## config.mk

```make
export PLATFORM = sky130hd
export DESIGN_NAME = alu_seq
export DESIGN_NICKNAME = d
export VERILOG_FILES = /design/src/rtl/alu_seq.sv
export SDC_FILE = /design/constraint.sdc
export NUM_CORES = 1
export LEC_CHECK = 0
export BUFFER_PORTS_ARGS = -buffer_cell sky130_fd_sc_hd__buf_2
export CAP_MARGIN = 25
export CORE_AREA = 2 2 128 130
export DETAILED_ROUTE_END_ITERATION = 12
export DIE_AREA = 0 0 130 132
export PLACE_DENSITY = 0.8
export SLEW_MARGIN = 10
export SYNTH_ARGS = -nofsm -noshare
export SYNTH_HDL_FRONTEND = slang
export SYNTH_SLANG_ARGS = --single-unit
```

## constraint.sdc

```tcl
create_clock -name clk -period 5.03 [get_ports clk]
set_clock_uncertainty 0.05 [all_clocks]
set_input_delay 0 -clock clk [delete_from_list [all_inputs] [get_ports clk]]
set_output_delay 0 -clock clk [all_outputs]
set_load 0.01 [all_outputs]
```

## src/rtl/alu_seq.sv

```systemverilog
// Handshaked sequential ALU: Nand2Tetris-style control word plus a multi-cycle
// shift-and-add multiply and a bit-serial left shift, with z/n/c flags.
module alu_seq #(
    parameter int WIDTH = 16,
    parameter int SHW   = 4
) (
    input  logic             clk,
    input  logic             rst_n,
    input  logic             in_valid,
    output logic             in_ready,
    input  logic [WIDTH-1:0] x,
    input  logic [WIDTH-1:0] y,
    input  logic [5:0]       ctrl,
    input  logic [1:0]       mode,
    output logic             out_valid,
    input  logic             out_ready,
    output logic [WIDTH-1:0] out,
    output logic             flag_z,
    output logic             flag_n,
    output logic             flag_c
);
    typedef enum logic [1:0] {S_IDLE, S_BUSY, S_DONE} state_t;

    localparam logic [SHW:0] LP_MUL_CNT = (SHW+1)'(WIDTH);

    state_t             r_state;
    state_t             w_state_next;
    logic [WIDTH-1:0]   r_ax;
    logic [WIDTH-1:0]   r_ay;
    logic [2*WIDTH-1:0] r_acc;
    logic [2*WIDTH-1:0] r_mcand;
    logic [SHW:0]       r_cnt;
    logic               r_no;
    logic               r_is_mul;
    logic [WIDTH-1:0]   r_out;
    logic               r_fz;
    logic               r_fn;
    logic               r_fc;

    logic [WIDTH-1:0]   w_ax_z, w_ax, w_ay_z, w_ay;
    logic [WIDTH:0]     w_sum;
    logic [WIDTH-1:0]   w_alu_v, w_direct_v, w_direct_out;
    logic               w_direct_c;
    logic               w_mode_mul, w_mode_shl, w_needs_busy;
    logic [SHW:0]       w_n;
    logic [2*WIDTH-1:0] w_acc_next;
    logic [WIDTH-1:0]   w_sh_next, w_busy_v, w_busy_out;
    logic               w_busy_c;
    logic [WIDTH-1:0]   w_fin_out;
    logic               w_fin_c;
    logic               w_enter_done;

    assign w_ax_z = ctrl[5] ? '0 : x;
    assign w_ax   = ctrl[4] ? ~w_ax_z : w_ax_z;
    assign w_ay_z = ctrl[3] ? '0 : y;
    assign w_ay   = ctrl[2] ? ~w_ay_z : w_ay_z;
    assign w_sum  = {1'b0, w_ax} + {1'b0, w_ay};

    assign w_mode_mul   = (mode == 2'b01);
    assign w_mode_shl   = (mode == 2'b10);
    assign w_n          = {1'b0, w_ay[SHW-1:0]};
    assign w_needs_busy = w_mode_mul || (w_mode_shl && (w_n != '0));

    // Single-cycle results: ALU modes, and a zero-length shift which passes ax through.
    assign w_alu_v      = ctrl[1] ? w_sum[WIDTH-1:0] : (w_ax & w_ay);
    assign w_direct_v   = w_mode_shl ? w_ax : w_alu_v;
    assign w_direct_out = ctrl[0] ? ~w_direct_v : w_direct_v;
    assign w_direct_c   = !w_mode_shl && ctrl[1] && w_sum[WIDTH];

    assign w_acc_next = r_acc + (r_ay[0] ? r_mcand : '0);
    assign w_sh_next  = {r_ax[WIDTH-2:0], 1'b0};
    assign w_busy_v   = r_is_mul ? w_acc_next[WIDTH-1:0] : w_sh_next;
    assign w_busy_out = r_no ? ~w_busy_v : w_busy_v;
    assign w_busy_c   = r_is_mul ? (|w_acc_next[2*WIDTH-1:WIDTH]) : r_ax[WIDTH-1];

    assign w_fin_out    = (r_state == S_IDLE) ? w_direct_out : w_busy_out;
    assign w_fin_c      = (r_state == S_IDLE) ? w_direct_c : w_busy_c;
    assign w_enter_done = (w_state_next == S_DONE) && (r_state != S_DONE);

    always_comb begin
        w_state_next = r_state;
        in_ready     = 1'b0;
        out_valid    = 1'b0;
        case (r_state)
            S_IDLE: begin
                in_ready = 1'b1;
                if (in_valid) w_state_next = w_needs_busy ? S_BUSY : S_DONE;
            end
            S_BUSY: begin
                if (r_cnt == 1) w_state_next = S_DONE;
            end
            S_DONE: begin
                out_valid = 1'b1;
                if (out_ready) w_state_next = S_IDLE;
            end
            default: w_state_next = S_IDLE;
        endcase
    end

    always_ff @(posedge clk) begin
        if (!rst_n) r_state <= S_IDLE;
        else        r_state <= w_state_next;
    end

    always_ff @(posedge clk) begin
        if (!rst_n) begin
            r_ax     <= '0;
            r_ay     <= '0;
            r_acc    <= '0;
            r_mcand  <= '0;
            r_cnt    <= '0;
            r_no     <= 1'b0;
            r_is_mul <= 1'b0;
            r_out    <= '0;
            r_fz     <= 1'b0;
            r_fn     <= 1'b0;
            r_fc     <= 1'b0;
        end else begin
            if (r_state == S_IDLE && in_valid) begin
                r_ax     <= w_ax;
                r_ay     <= w_ay;
                r_no     <= ctrl[0];
                r_is_mul <= w_mode_mul;
                r_acc    <= '0;
                r_mcand  <= {{WIDTH{1'b0}}, w_ax};
                r_cnt    <= w_mode_mul ? LP_MUL_CNT : w_n;
            end else if (r_state == S_BUSY) begin
                r_cnt <= r_cnt - 1'b1;
                if (r_is_mul) begin
                    r_acc   <= w_acc_next;
                    r_mcand <= r_mcand << 1;
                    r_ay    <= r_ay >> 1;
                end else begin
                    r_ax <= w_sh_next;
                end
            end
            if (w_enter_done) begin
                r_out <= w_fin_out;
                r_fz  <= (w_fin_out == '0);
                r_fn  <= w_fin_out[WIDTH-1];
                r_fc  <= w_fin_c;
            end
        end
    end

    assign out    = r_out;
    assign flag_z = r_fz;
    assign flag_n = r_fn;
    assign flag_c = r_fc;
endmodule

```

# == After elaboration in Yosys (flattened, before gate mapping) ==
# Cells that the tools add are included.
# op_classes
addsub,3
eq_ne,8
reduce_logical,17
bitwise,6
mux,32
# ops
operator,n
$mux W16,19
$not A16 Y16,4
$add A32 B32 Y32,1
$mux W32,1
$add A16 B16 Y17,1
$and A16 B16 Y16,1
$logic_not A16 Y1,1
$reduce_or A16 Y1,1
$mux W5,3
$mux W2,4
$eq A2 B2 Y1 const B,3
$pmux W2 S3,1
$reduce_and A2 Y1,3
$eq A5 B1 Y1 const B,1
$logic_and A1 B1 Y1,5
$reduce_bool A5 Y1,1
$sub A5 B1 Y5 const B,1
$eq A2 B1 Y1 const B,2
$mux W1,4
$reduce_bool A2 Y1,2
$logic_not A2 Y1,1
$ne A2 B1 Y1 const B,1
$ne A2 B2 Y1 const B,1
$reduce_or A2 Y1,1
3 further kinds,3
# totals
input_bits,44
output_inout_bits,21
reg_bits,124

# == Depth between registers and ports, before layout ==
# Gate-level depths: netlist of the first run.
# depth
depth_word,11
mapped_depth,17
ltp_nobuf,16

# == Worst setup path after synthesis of the first run ==
# OpenSTA, ideal clock, no wires.
# synth_path
path_kind,input to register
start,input port ctrl[4]
end,"register r_fz, in the netlist flag_z"
path_slack_ps,1160
path_buffers,2
t_required_ps,4911
setup_ps,69
path_stages,16
arrival_time_ps,3752
cell_sequence,buf_6 buf_1 xnor2_1 ha_1 ha_1 nor2b_1 mux2_2 o41a_1 or4_1 nand3_1 mux2i_1 nor3_1 a211oi_1 nand4_1 or4b_1 o21ai_1
# synth_between
elab_chain_len,8
elab_cells_between_ends,9
cone_classes,1 x add/sub; 5 x mux; 2 x bitwise; 1 x reduce/logical
# synth_lines
element,line_no,rtl
from (decl),13,"input logic [5:0] ctrl,"
$mux W16 *,54,assign w_ax = ctrl[4] ? ~w_ax_z : w_ax_z;
$add A16 B16 Y17 / $and A16 B16 Y16 (equally long branches),"57, 65",
$mux W16,65,assign w_alu_v = ctrl[1] ? w_sum[WIDTH-1:0] : (w_ax & w_ay);
$mux W16 *,66,assign w_direct_v = w_mode_shl ? w_ax : w_alu_v;
$not A16 Y16,67,assign w_direct_out = ctrl[0] ? ~w_direct_v : w_direct_v;
$mux W16 *,67,
$mux W16 *,76,assign w_fin_out = (r_state == S_IDLE) ? w_direct_out : w_busy_out;
$logic_not A16 Y1 *,139,r_fz <= (w_fin_out == '0);
to (signal assigned),139,
to (decl),36,logic r_fz;
# Mark *: on every way between the ends. The rest lies on a longest branch, timed or not.
# A chain may end at the register's enable or synchronous reset.

# == Worst setup path in the final report of the first run ==
# layout_path
start,register r_ay[0]
end,"register r_fc, in the netlist flag_c"
# layout_between
elab_chain_len,5
# layout_lines
element,line_no,rtl
from (decl),29,logic [WIDTH-1:0] r_ay;
from (signal assigned),121,r_ay <= w_ay;
from (signal assigned),132,r_ay <= r_ay >> 1;
$mux W32,70,assign w_acc_next = r_acc + (r_ay[0] ? r_mcand : '0);
$add A32 B32 Y32,70,
$reduce_or A16 Y1,74,assign w_busy_c = r_is_mul ? (|w_acc_next[2*WIDTH-1:WIDTH]) : r_ax[WIDTH-1];
$mux W1,74,
$mux W1,77,assign w_fin_c = (r_state == S_IDLE) ? w_direct_c : w_busy_c;
to (signal assigned),141,r_fc <= w_fin_c;
to (decl),38,logic r_fc;
# Every way passes these cells.

==> impl_results.html, run 1 <==
<table>
<tr><th>Metric</th><th>Value</th></tr>
<tr><th colspan="2">Run status</th></tr>
<tr><td>Status</td><td>finished, final reports clean</td></tr>
<tr><th colspan="2">Layout</th></tr>
<tr><td>Layout Area Growth over Synthesis</td><td>11.0%</td></tr>
<tr><td>Area of all sequential standard cells</td><td>2460 um^2</td></tr>
<tr><td>Proportion of layout cells with a drive suffix above 1</td><td>0.102</td></tr>
<tr><td>Layout Utilization</td><td>0.678</td></tr>
<tr><td>Number of nets in the finished design</td><td>1391</td></tr>
<tr><td>Multi-input logic area</td><td>6730 um^2</td></tr>
<tr><td>Number of antenna cells inserted</td><td>0</td></tr>
<tr><td>Number of fill cells</td><td>1367</td></tr>
<tr><th colspan="2">Die</th></tr>
<tr><td>Row Count</td><td>46</td></tr>
<tr><td>I/O pin cnt</td><td>65</td></tr>
<tr><td>Placeable Area</td><td>15700 um^2</td></tr>
<tr><td>Die W</td><td>130 um</td></tr>
<tr><td>Initial core utilization</td><td>0.611</td></tr>
<tr><td>Die Outline Area</td><td>17200 um^2</td></tr>
<tr><td>Die Ht</td><td>132 um</td></tr>
<tr><th colspan="2">Clock network</th></tr>
<tr><td>Number of clock buffers inserted by TritonCTS</td><td>17</td></tr>
<tr><td># Post-CTS Setup Buffers</td><td>0</td></tr>
<tr><td>Buffer depth of the longest clock path</td><td>2</td></tr>
<tr><td>Clock transition at the register clock pins on the worst setup and hold paths after CTS</td><td>0.06 ns</td></tr>
<tr><td>TritonCTS clock tree</td><td>done</td></tr>
<tr><td># H-tree levels</td><td>4</td></tr>
<tr><td>Clock Sink Count</td><td>123</td></tr>
<tr><td>Clock tree root buffer cell</td><td>sky130_fd_sc_hd__clkbuf_16</td></tr>
<tr><td>Source-to-sink clock delay at the later pin of the worst-skew pair</td><td>0.43 ns</td></tr>
<tr><th colspan="2">GRT</th></tr>
<tr><td>Number of antenna violations at the first check in global routing</td><td>0</td></tr>
<tr><td>Number of global-route vias before repair</td><td>8775</td></tr>
<tr><td>Wire length of the first global-routing pass</td><td>44.6 mm</td></tr>
<tr><td>GR Overflow Total</td><td>0</td></tr>
<tr><td>Pin count of the biggest net entering global routing</td><td>55</td></tr>
<tr><td>Combined global-route utilization of all metal layers</td><td>0.324</td></tr>
<tr><th colspan="2">Power and ir drop</th></tr>
<tr><td>Max VDD drop</td><td>0.246 mV</td></tr>
<tr><td>Power per standard cell area</td><td>295 nW/um^2</td></tr>
<tr><td>Leakage power total</td><td>4.31 nW</td></tr>
<tr><td>Power consumption</td><td>3.14 mW</td></tr>
<tr><th colspan="2">Place</th></tr>
<tr><td>Worst-case setup slack after placement</td><td>0.865 ns</td></tr>
<tr><td>Post-DP HPWL</td><td>20.0 mm</td></tr>
<tr><td>Port Buf Inserts</td><td>64</td></tr>
<tr><td>Weighted congestion at the end of routability-driven global placement</td><td>0.989</td></tr>
<tr><th colspan="2">STA</th></tr>
<tr><td>Pins over their slew limit</td><td>0</td></tr>
<tr><td>TNS Setup</td><td>0 ns</td></tr>
<tr><td>Worst Max-Slew Pin Slew</td><td>1.03 ns</td></tr>
<tr><td>Total of endpoints with negative setup slack in the final report</td><td>0</td></tr>
<tr><td>Setup slack after layout</td><td>0.707 ns</td></tr>
<tr><td>Top achievable clock speed</td><td>231 MHz</td></tr>
<tr><td>Normalized max-slew margin</td><td>0.311</td></tr>
<tr><td>Final critical-path share of the clock period</td><td>0.859</td></tr>
<tr><td>Number of endpoints with negative hold slack in the final report</td><td>0</td></tr>
<tr><td>Unrepaired setup endpoints after global routing</td><td>no</td></tr>
<tr><td>Final critical path time including I/O delays and setup</td><td>4.32 ns</td></tr>
<tr><th colspan="2">Setup path</th></tr>
<tr><td>Type of the worst setup path</td><td>flip-flop to flip-flop</td></tr>
<tr><td>Worst-path cell chain</td><td>buf_4, and2_1, ha_1, and3_1, nand2_1, a211oi_1, nor2_1, o41ai_1, o21ai_0, a21o_1, a311oi_1, nand4b_1, nor4_1, nor2_1</td></tr>
<tr><td>Register-to-Register Path Depth</td><td>14</td></tr>
<tr><td>Worst Path Required</td><td>5.29 ns</td></tr>
<tr><td>Delay-heaviest family, CP</td><td>compound AO/OA/AOI/OAI gates</td></tr>
<tr><td>Crit path launch type</td><td>flip-flop</td></tr>
<tr><td>Type of destination of the critical path</td><td>flip-flop</td></tr>
<tr><td>Worst reg2reg endpoint</td><td>flag_c</td></tr>
<tr><td>Crit path max-delay cell type</td><td>sky130_fd_sc_hd__o41ai_1</td></tr>
<tr><td>CP Data Arrival Time</td><td>4.59 ns</td></tr>
<tr><td>Critical path buffers and inverters</td><td>1</td></tr>
<tr><td>Delay contributed by the slowest stage of the critical path</td><td>0.74 ns</td></tr>
<tr><td>Internal reg-to-reg setup slack</td><td>0.71 ns</td></tr>
<tr><td>Most frequent CP cell</td><td>sky130_fd_sc_hd__nor2_1</td></tr>
<tr><td>Worst Path Max Fanout</td><td>31</td></tr>
<tr><td>Launching point of the worst reg2reg path</td><td>r_ay[0]</td></tr>
<tr><th colspan="2">Drt</th></tr>
<tr><td>WL/cell</td><td>18.0 um</td></tr>
<tr><td>Detailed-route wire length on metal 1</td><td>11.8 mm</td></tr>
<tr><td>Top Layer Used</td><td>met4</td></tr>
<tr><td>Length of the first detailed-routing pass in iterations</td><td>5</td></tr>
<tr><td>Detail Route met2 WL</td><td>12.7 mm</td></tr>
<tr><td>Post-route DRC violation count</td><td>0</td></tr>
<tr><td>Sum of met3 wire segment lengths after detailed routing</td><td>1.81 mm</td></tr>
<tr><td>Total wire length after detailed routing</td><td>27.5 mm</td></tr>
<tr><td>Via total after detailed routing</td><td>9515</td></tr>
<tr><td>Iter 0 DRT Violations</td><td>773</td></tr>
<tr><td>Vias/cell</td><td>6.24</td></tr>
<tr><td>Antenna violation net count after detailed routing</td><td>0</td></tr>
<tr><th colspan="2">Synth</th></tr>
<tr><td>Synthesized flop and latch total</td><td>123</td></tr>
<tr><td>Share of async-settable or async-resettable flops after synthesis</td><td>0</td></tr>
<tr><td>Leading register cell type out of synthesis</td><td>sky130_fd_sc_hd__dfxtp_1</td></tr>
<tr><td>Cells taking the most area after synthesis</td><td>sky130_fd_sc_hd__dfxtp_1, sky130_fd_sc_hd__nand2_1, sky130_fd_sc_hd__ha_1, sky130_fd_sc_hd__a21oi_1, sky130_fd_sc_hd__xnor2_1</td></tr>
<tr><td>Count of flip-flops with a built-in enable after synthesis</td><td>0</td></tr>
<tr><td>Number of warnings reported in the yosys synthesis log</td><td>0</td></tr>
<tr><td>Post-synthesis cell area</td><td>9600 um^2</td></tr>
<tr><td>Fraction of synthesized cell area taken by the top area cell type</td><td>0.257</td></tr>
<tr><td>Distinct cells, synth</td><td>71</td></tr>
<tr><td>Total nets after synthesis</td><td>1365</td></tr>
<tr><td>Synth cell count leaders</td><td>sky130_fd_sc_hd__nand2_1, sky130_fd_sc_hd__dfxtp_1, sky130_fd_sc_hd__a21oi_1</td></tr>
<tr><td>Instance count of the mapped netlist</td><td>1271</td></tr>
<tr><td>Sequential fraction of the synthesis area</td><td>0.257</td></tr>
<tr><td>Dominant cell by count in the synthesized netlist</td><td>sky130_fd_sc_hd__nand2_1</td></tr>
<tr><td>Post-synthesis average cell area</td><td>7.55 um^2</td></tr>
<tr><td>Library cell occupying the most area in the post-synthesis netlist</td><td>sky130_fd_sc_hd__dfxtp_1</td></tr>
<tr><th colspan="2">Flow run</th></tr>
<tr><td>Max-cap violation count</td><td>0</td></tr>
<tr><th colspan="2">Hold path</th></tr>
<tr><td>Critical hold path startpoint</td><td>mode[0]</td></tr>
<tr><td>Hold endpoint</td><td>r_cnt[4]</td></tr>
<tr><td>Worst hold path cell count</td><td>4</td></tr>
<tr><td>Class of the tightest hold or removal check</td><td>input port to flip-flop</td></tr>
</table>
-- registers in the layout (all words and copies together), names as in the netlist --
name	count
r_no	1
out	16
r_is_mul	1
flag_c	1
r_state	2
r_acc	32
r_cnt	5
r_ay	16
r_mcand	32
flag_z	1
r_ax	16
-- final cells by class --
| class | instances | area share |
|---|---|---|
| Inverter | 27 | 0.00952 |
| Clock inverter | 15 | 0.0132 |
| Multi-Input combinational cell | 1042 | 0.632 |
| Timing Repair Buffer | 86 | 0.0486 |
| Clock buffer | 17 | 0.0399 |
| Tap cell | 216 | 0.0254 |
| Sequential cell | 123 | 0.231 |
-- cells by family after synthesis --
kind of cell               count (synthesis)  share of synthesized area
buffers and inverters                    106                     0.0433
DFF                                      123                      0.257
xor gates and xnor gates                  87                     0.0900
and+or+nand+nor                          517                      0.263
muxes                                     33                     0.0351
adders and majority gates                 50                     0.0660
AOI/OAI and AO/OA                        355                      0.246
-- metrics by stage --
stage | hold slack, ns | area (um^2) | cells
2_1_floorplan | 0.261 | 9600 | 1271
3_3_place_gp | 0.366 | 10000 | 1488
3_5_place_dp | 0.366 | 10000 | 1488
4_1_cts | 0.0478 | 10600 | 1525
5_1_grt | 0.104 | 10600 | 1526
6_report | 0.0455 | 10600 | 1526
-- how the worst max path moves through the flow --
stage,start,endpoint,slack (ns),depth (start not counted)
after floorplan,ctrl[4],flag_z,1.16,16
after global placement,ctrl[2],flag_z,0.97,16
after detailed placement,ctrl[2],flag_z,0.86,16
after CTS,r_ay[0],flag_c,0.84,14
after global routing,r_ay[0],flag_c,0.31,14
final,r_ay[0],flag_c,0.71,14
-- where the power goes --
part / leakage, nW / internal (mW) / switching [mW]
sequential: 1.00 / 1.04 / 0.0540
clock: 0.267 / 0.684 / 0.494
combinational: 3.04 / 0.341 / 0.528
-- cell usage in the layout (no fill, tap or decap), types with 12 or more instances in the layout --
cell type / netlist / layout
sky130_fd_sc_hd__nand2_1: 186 / 185
sky130_fd_sc_hd__dfxtp_1: 123 / 123
sky130_fd_sc_hd__a21oi_1: 114 / 113
sky130_fd_sc_hd__nor2_1: 94 / 93
sky130_fd_sc_hd__buf_2: 2 / 64
sky130_fd_sc_hd__xnor2_1: 56 / 56
sky130_fd_sc_hd__nor2b_1: 54 / 54
sky130_fd_sc_hd__ha_1: 49 / 49
sky130_fd_sc_hd__and2_1: 45 / 45
sky130_fd_sc_hd__o21ai_0: 42 / 42
sky130_fd_sc_hd__mux2i_1: 28 / 28
sky130_fd_sc_hd__inv_1: 26 / 26
sky130_fd_sc_hd__nand3_1: 26 / 26
sky130_fd_sc_hd__xor2_1: 24 / 24
sky130_fd_sc_hd__a21o_1: 24 / 24
sky130_fd_sc_hd__nand2b_1: 22 / 22
sky130_fd_sc_hd__nor3_1: 21 / 21
sky130_fd_sc_hd__a211oi_1: 20 / 20
sky130_fd_sc_hd__a21boi_0: 19 / 19
sky130_fd_sc_hd__clkbuf_16: 0 / 17
sky130_fd_sc_hd__buf_4: 2 / 16
sky130_fd_sc_hd__a221oi_1: 15 / 15
sky130_fd_sc_hd__a22oi_1: 14 / 14
sky130_fd_sc_hd__o211ai_1: 13 / 13
sky130_fd_sc_hd__a31oi_1: 12 / 12
-- tightest hold or removal path: stages --
cell and delay [ns]:
sky130_fd_sc_hd__buf_2 0.11, sky130_fd_sc_hd__nand2b_1 0.10, sky130_fd_sc_hd__nor2_1 0.14, sky130_fd_sc_hd__o31a_1 0.14
-- per-layer routing --
| layer | vias up | track usage |
|---|---|---|
| li1 | 4590 | - |
| met1 | 4439 | 0.424 |
| met2 | 407 | 0.511 |
| met3 | 79 | 0.0649 |
| met4 | 0 | 0.151 |
| met5 | - | 0 |
-- timing repair --
action                                 CTS  global route
resized for setup                        0             0
hold buffers                             5             0
endpoints found under the hold margin   19             0
Power figures use the tool's default switching activity.
==> inputs of run 2 (changes only) <==
--- a/config.mk
+++ b/config.mk
@@ -5,12 +5,15 @@
 export SDC_FILE = /design/constraint.sdc
 export NUM_CORES = 1
 export LEC_CHECK = 0
+export ABC_AREA = 1
 export BUFFER_PORTS_ARGS = -buffer_cell sky130_fd_sc_hd__buf_2
 export CAP_MARGIN = 25
-export CORE_AREA = 2 2 128 130
+export CELL_PAD_IN_SITES_DETAIL_PLACEMENT = 2
+export CELL_PAD_IN_SITES_GLOBAL_PLACEMENT = 2
+export CORE_AREA = 2 2 176 178
 export DETAILED_ROUTE_END_ITERATION = 12
-export DIE_AREA = 0 0 130 132
-export PLACE_DENSITY = 0.8
+export DIE_AREA = 0 0 178 180
+export PLACE_DENSITY_LB_ADDON = 0.1
 export SLEW_MARGIN = 10
 export SYNTH_ARGS = -nofsm -noshare
 export SYNTH_HDL_FRONTEND = slang
==> run 2 against run 1 <==
Via count increased by 12%. Largest power group unchanged. Cell count grew 34%. Worst hold slack gained 0.019 ns. Critical path type unchanged. Sequential share of layout area down 0.74 points. Synthesized cell count grew 27%. Sequential power is essentially flat. Final area rose by 3.3%. Critical endpoint is now flag_z. Clock power rose by 11%.
==> impl_results.html, run 2 <==
<table>
<tr><th>Metric</th><th>Value</th></tr>
<tr><th colspan="2">Run status</th></tr>
<tr><td>Status</td><td>finished, final reports clean (unchanged)</td></tr>
<tr><th colspan="2">Synth</th></tr>
<tr><td>Instance count of the mapped netlist</td><td>1614 (was 1271)</td></tr>
<tr><td>Leading register cell type out of synthesis</td><td>sky130_fd_sc_hd__dfxtp_1 (unchanged)</td></tr>
<tr><td>Fraction of synthesized cell area taken by the top area cell type</td><td>0.252 (was 0.257)</td></tr>
<tr><td>Dominant cell by count in the synthesized netlist</td><td>sky130_fd_sc_hd__nand2_1 (unchanged)</td></tr>
<tr><td>Synth cell count leaders</td><td>sky130_fd_sc_hd__nand2_1, sky130_fd_sc_hd__inv_1, sky130_fd_sc_hd__nor2_1 (was sky130_fd_sc_hd__nand2_1, sky130_fd_sc_hd__dfxtp_1, sky130_fd_sc_hd__a21oi_1)</td></tr>
<tr><td>Library cell occupying the most area in the post-synthesis netlist</td><td>sky130_fd_sc_hd__dfxtp_1 (unchanged)</td></tr>
<tr><td>Number of warnings reported in the yosys synthesis log</td><td>0 (unchanged)</td></tr>
<tr><td>Post-synthesis average cell area</td><td>6.06 um^2 (was 7.55 um^2)</td></tr>
<tr><td>Post-synthesis cell area</td><td>9770 um^2 (was 9600 um^2)</td></tr>
<tr><td>Cells taking the most area after synthesis</td><td>sky130_fd_sc_hd__dfxtp_1, sky130_fd_sc_hd__nand2_1, sky130_fd_sc_hd__inv_1, sky130_fd_sc_hd__a21oi_1, sky130_fd_sc_hd__ha_1 (was sky130_fd_sc_hd__dfxtp_1, sky130_fd_sc_hd__nand2_1, sky130_fd_sc_hd__ha_1, sky130_fd_sc_hd__a21oi_1, sky130_fd_sc_hd__xnor2_1)</td></tr>
<tr><td>Sequential fraction of the synthesis area</td><td>0.252 (was 0.257)</td></tr>
<tr><td>Distinct cells, synth</td><td>47 (was 71)</td></tr>
<tr><td>Count of flip-flops with a built-in enable after synthesis</td><td>0 (unchanged)</td></tr>
<tr><td>Total nets after synthesis</td><td>1708 (was 1365)</td></tr>
<tr><td>Synthesized flop and latch total</td><td>123 (unchanged)</td></tr>
<tr><td>Share of async-settable or async-resettable flops after synthesis</td><td>0 (unchanged)</td></tr>
<tr><th colspan="2">STA</th></tr>
<tr><td>Worst hold slack</td><td>0.0645 ns (was 0.0455 ns)</td></tr>
<tr><td>Final critical path time including I/O delays and setup</td><td>3.71 ns (was 4.32 ns)</td></tr>
<tr><td>Number of endpoints with negative hold slack in the final report</td><td>0 (unchanged)</td></tr>
<tr><td>Pins over their slew limit</td><td>0 (unchanged)</td></tr>
<tr><td>Top achievable clock speed</td><td>269 MHz (was 231 MHz)</td></tr>
<tr><td>Final critical-path share of the clock period</td><td>0.738 (was 0.859)</td></tr>
<tr><td>Unrepaired setup endpoints after global routing</td><td>no (unchanged)</td></tr>
<tr><td>Total of endpoints with negative setup slack in the final report</td><td>0 (unchanged)</td></tr>
<tr><td>TNS Setup</td><td>0 ns (unchanged)</td></tr>
<tr><td>Worst Max-Slew Pin Slew</td><td>0.970 ns (was 1.03 ns)</td></tr>
<tr><td>Normalized max-slew margin</td><td>0.353 (was 0.311)</td></tr>
<tr><th colspan="2">Clock network</th></tr>
<tr><td># Post-CTS Setup Buffers</td><td>0 (unchanged)</td></tr>
<tr><td>Clock transition at the register clock pins on the worst setup and hold paths after CTS</td><td>0.06 ns (about the same)</td></tr>
<tr><td>Number of clock buffers inserted by TritonCTS</td><td>17 (unchanged)</td></tr>
<tr><td>Clock Sink Count</td><td>123 (unchanged)</td></tr>
<tr><td>Buffer depth of the longest clock path</td><td>2 (unchanged)</td></tr>
<tr><td>TritonCTS clock tree</td><td>done (unchanged)</td></tr>
<tr><td>Clock tree root buffer cell</td><td>sky130_fd_sc_hd__clkbuf_16 (unchanged)</td></tr>
<tr><td># H-tree levels</td><td>4 (unchanged)</td></tr>
<tr><td>Source-to-sink clock delay at the later pin of the worst-skew pair</td><td>0.43 ns (about the same)</td></tr>
<tr><td>Cts repair resizes</td><td>0 (unchanged)</td></tr>
<tr><td>CTS Hold Bufs</td><td>3 (was 5)</td></tr>
<tr><th colspan="2">GRT</th></tr>
<tr><td>GR Overflow Total</td><td>0 (unchanged)</td></tr>
<tr><td>Pin count of the biggest net entering global routing</td><td>89 (was 55)</td></tr>
<tr><td>Number of global-route vias before repair</td><td>11600 (was 8775)</td></tr>
<tr><td>Combined global-route utilization of all metal layers</td><td>0.249 (was 0.324)</td></tr>
<tr><td>Wire length of the first global-routing pass</td><td>62.6 mm (was 44.6 mm)</td></tr>
<tr><td>Number of antenna violations at the first check in global routing</td><td>0 (unchanged)</td></tr>
<tr><th colspan="2">Power and ir drop</th></tr>
<tr><td>Leakage power total</td><td>5.90 nW (was 4.31 nW)</td></tr>
<tr><td>Power per standard cell area</td><td>301 nW/um^2 (was 295 nW/um^2)</td></tr>
<tr><td>Power consumption</td><td>3.31 mW (was 3.14 mW)</td></tr>
<tr><td>Max VDD drop</td><td>0.228 mV (was 0.246 mV)</td></tr>
<tr><th colspan="2">Drt</th></tr>
<tr><td>Iter 0 DRT Violations</td><td>340 (was 773)</td></tr>
<tr><td>WL/cell</td><td>18.9 um (was 18.0 um)</td></tr>
<tr><td>Via total after detailed routing</td><td>10700 (was 9515)</td></tr>
<tr><td>Antenna violation net count after detailed routing</td><td>0 (unchanged)</td></tr>
<tr><td>Post-route DRC violation count</td><td>0 (unchanged)</td></tr>
<tr><td>Length of the first detailed-routing pass in iterations</td><td>4 (was 5)</td></tr>
<tr><td>Total wire length after detailed routing</td><td>38.7 mm (was 27.5 mm)</td></tr>
<tr><td>Vias/cell</td><td>5.21 (was 6.24)</td></tr>
<tr><th colspan="2">Place</th></tr>
<tr><td>Port Buf Inserts</td><td>64 (unchanged)</td></tr>
<tr><td>Post-DP HPWL</td><td>30.4 mm (was 20.0 mm)</td></tr>
<tr><td>Weighted congestion at the end of routability-driven global placement</td><td>0.847 (was 0.989)</td></tr>
<tr><th colspan="2">Setup path</th></tr>
<tr><td>Type of destination of the critical path</td><td>flip-flop (unchanged)</td></tr>
<tr><td>Launching point of the worst reg2reg path</td><td>r_ay[0] (unchanged)</td></tr>
<tr><td>Crit path launch type</td><td>flip-flop (unchanged)</td></tr>
<tr><td>First element of the critical path</td><td>r_ay[0] (unchanged)</td></tr>
<tr><td>Worst Path Required</td><td>5.34 ns (was 5.29 ns)</td></tr>
<tr><td>CP Data Arrival Time</td><td>4.03 ns (was 4.59 ns)</td></tr>
<tr><td>Worst Path Max Fanout</td><td>20 (was 31)</td></tr>
<tr><td>Type of the worst setup path</td><td>flip-flop to flip-flop (unchanged)</td></tr>
<tr><th colspan="2">Die</th></tr>
<tr><td>Die Outline Area</td><td>32000 um^2 (was 17200 um^2)</td></tr>
<tr><td>I/O pin cnt</td><td>65 (unchanged)</td></tr>
<tr><td>Die W</td><td>178 um (was 130 um)</td></tr>
<tr><td>Die Ht</td><td>180 um (was 132 um)</td></tr>
<tr><td>Initial core utilization</td><td>0.324 (was 0.611)</td></tr>
<tr><td>Row Count</td><td>64 (was 46)</td></tr>
<tr><td>Placeable Area</td><td>30200 um^2 (was 15700 um^2)</td></tr>
<tr><th colspan="2">Layout</th></tr>
<tr><td>Number of antenna cells inserted</td><td>0 (unchanged)</td></tr>
<tr><td>Proportion of layout cells with a drive suffix above 1</td><td>0.101 (was 0.102)</td></tr>
<tr><td>Layout Area Growth over Synthesis</td><td>12.5% (was 11.0%)</td></tr>
<tr><td>Most common cell after layout, fill and taps aside</td><td>sky130_fd_sc_hd__nand2_1 (unchanged)</td></tr>
<tr><td>Layout Utilization</td><td>0.364 (was 0.678)</td></tr>
<tr><td>Number of fill cells</td><td>3760 (was 1367)</td></tr>
<tr><td>Number of nets in the finished design</td><td>1736 (was 1391)</td></tr>
<tr><td>Regs by FF count</td><td>r_acc (32), r_mcand (32) (unchanged)</td></tr>
<tr><td>Leading cell types in the layout, fill and taps excluded</td><td>sky130_fd_sc_hd__nand2_1, sky130_fd_sc_hd__inv_1, sky130_fd_sc_hd__nor2_1 (was sky130_fd_sc_hd__nand2_1, sky130_fd_sc_hd__dfxtp_1, sky130_fd_sc_hd__a21oi_1)</td></tr>
<tr><th colspan="2">Flow run</th></tr>
<tr><td>Max-cap violation count</td><td>0 (unchanged)</td></tr>
<tr><th colspan="2">Hold path</th></tr>
<tr><td>Class of the tightest hold or removal check</td><td>input port to flip-flop (unchanged)</td></tr>
<tr><td>Critical hold path startpoint</td><td>mode[0] (unchanged)</td></tr>
</table>
## run 2: logic make-up (layout without fill, tap and decap cells)
| group | Yosys count | in the layout | synth area share |
|---|---|---|---|
| adder cells (fa/ha/maj) | 50 | 50 | 0.0648 |
| AO/OA/AOI/OAI | 324 | 324 | 0.184 |
| XOR/XNOR | 45 | 45 | 0.0403 |
| buffers and inverters | 293 | 334 | 0.123 |
| AND/OR/NAND/NOR | 776 | 776 | 0.333 |
| multiplexers | 3 | 3 | 0.00307 |
| flip-flops | 123 | 123 | 0.252 |
## run 2: layout make-up
class                   instances  area, um^2  area share
repair buffers                 79         460      0.0419
well taps                     396         495      0.0450
clock buffers                  17         425      0.0387
flip-flops and latches        123        2460       0.224
inverters                     223         845      0.0768
clock inverters                15         188      0.0171
multi-input cells            1198        6120       0.557
## run 2: power breakdown
| part | internal, mW | switching [mW] | total, mW | leakage (nW) |
|---|---|---|---|---|
| combinational | 0.278 | 0.613 | 0.891 | 4.60 |
| clock | 0.790 | 0.525 | 1.31 | 0.297 |
| sequential | 1.05 | 0.0586 | 1.11 | 1.00 |
## run 2: layer usage
layer / up-vias / global-route usage / routed length [um]
met4: 0 / 0.0902 / 1170
li1: 5255 / - / -
met3: 44 / 0.0273 / 605
met5: - / 0 / 0
met1: 5252 / 0.290 / 16800
met2: 127 / 0.463 / 20100
## run 2: critical path, cell delays in order (launching register included)
cell and delay, ns:
sky130_fd_sc_hd__dfxtp_1 0.83, sky130_fd_sc_hd__nand2_1 0.13, sky130_fd_sc_hd__inv_1 0.14, sky130_fd_sc_hd__ha_1 0.24
sky130_fd_sc_hd__nand3_1 0.09, sky130_fd_sc_hd__nand3_1 0.16, sky130_fd_sc_hd__a21oi_1 0.31, sky130_fd_sc_hd__o21ai_1 0.16
sky130_fd_sc_hd__a21oi_1 0.28, sky130_fd_sc_hd__o21ai_1 0.18, sky130_fd_sc_hd__nand2_1 0.13, sky130_fd_sc_hd__nand2_1 0.08
sky130_fd_sc_hd__nand2_1 0.08, sky130_fd_sc_hd__nand2_1 0.09, sky130_fd_sc_hd__nand2_1 0.12, sky130_fd_sc_hd__nand3_1 0.09
sky130_fd_sc_hd__nand3_1 0.11, sky130_fd_sc_hd__nand2_1 0.07, sky130_fd_sc_hd__nor2_1 0.10, sky130_fd_sc_hd__nand3_1 0.09
sky130_fd_sc_hd__a21oi_2 0.11
## run 2: final timing paths
check	depth (start not counted)	slack, ns	endpoint
worst max-delay path	20	1.32	flag_z
worst min-delay path	6	0.06	r_cnt[1]
worst max register to register	20	1.32	flag_z
worst min register to register	2	0.42	r_ay[15]
## run 2: per-stage QoR
| step | std cells | setup slack [ns] | area [um^2] |
|---|---|---|---|
| 4_1_cts | 2051 | 1.27 | 11000 |
| 3_5_place_dp | 2016 | 1.32 | 10400 |
| 2_1_floorplan | 1614 | 2.04 | 9770 |
| 3_3_place_gp | 2015 | 1.40 | 10300 |
| 5_1_grt | 2051 | 0.893 | 11000 |
| 6_report | 2051 | 1.32 | 11000 |
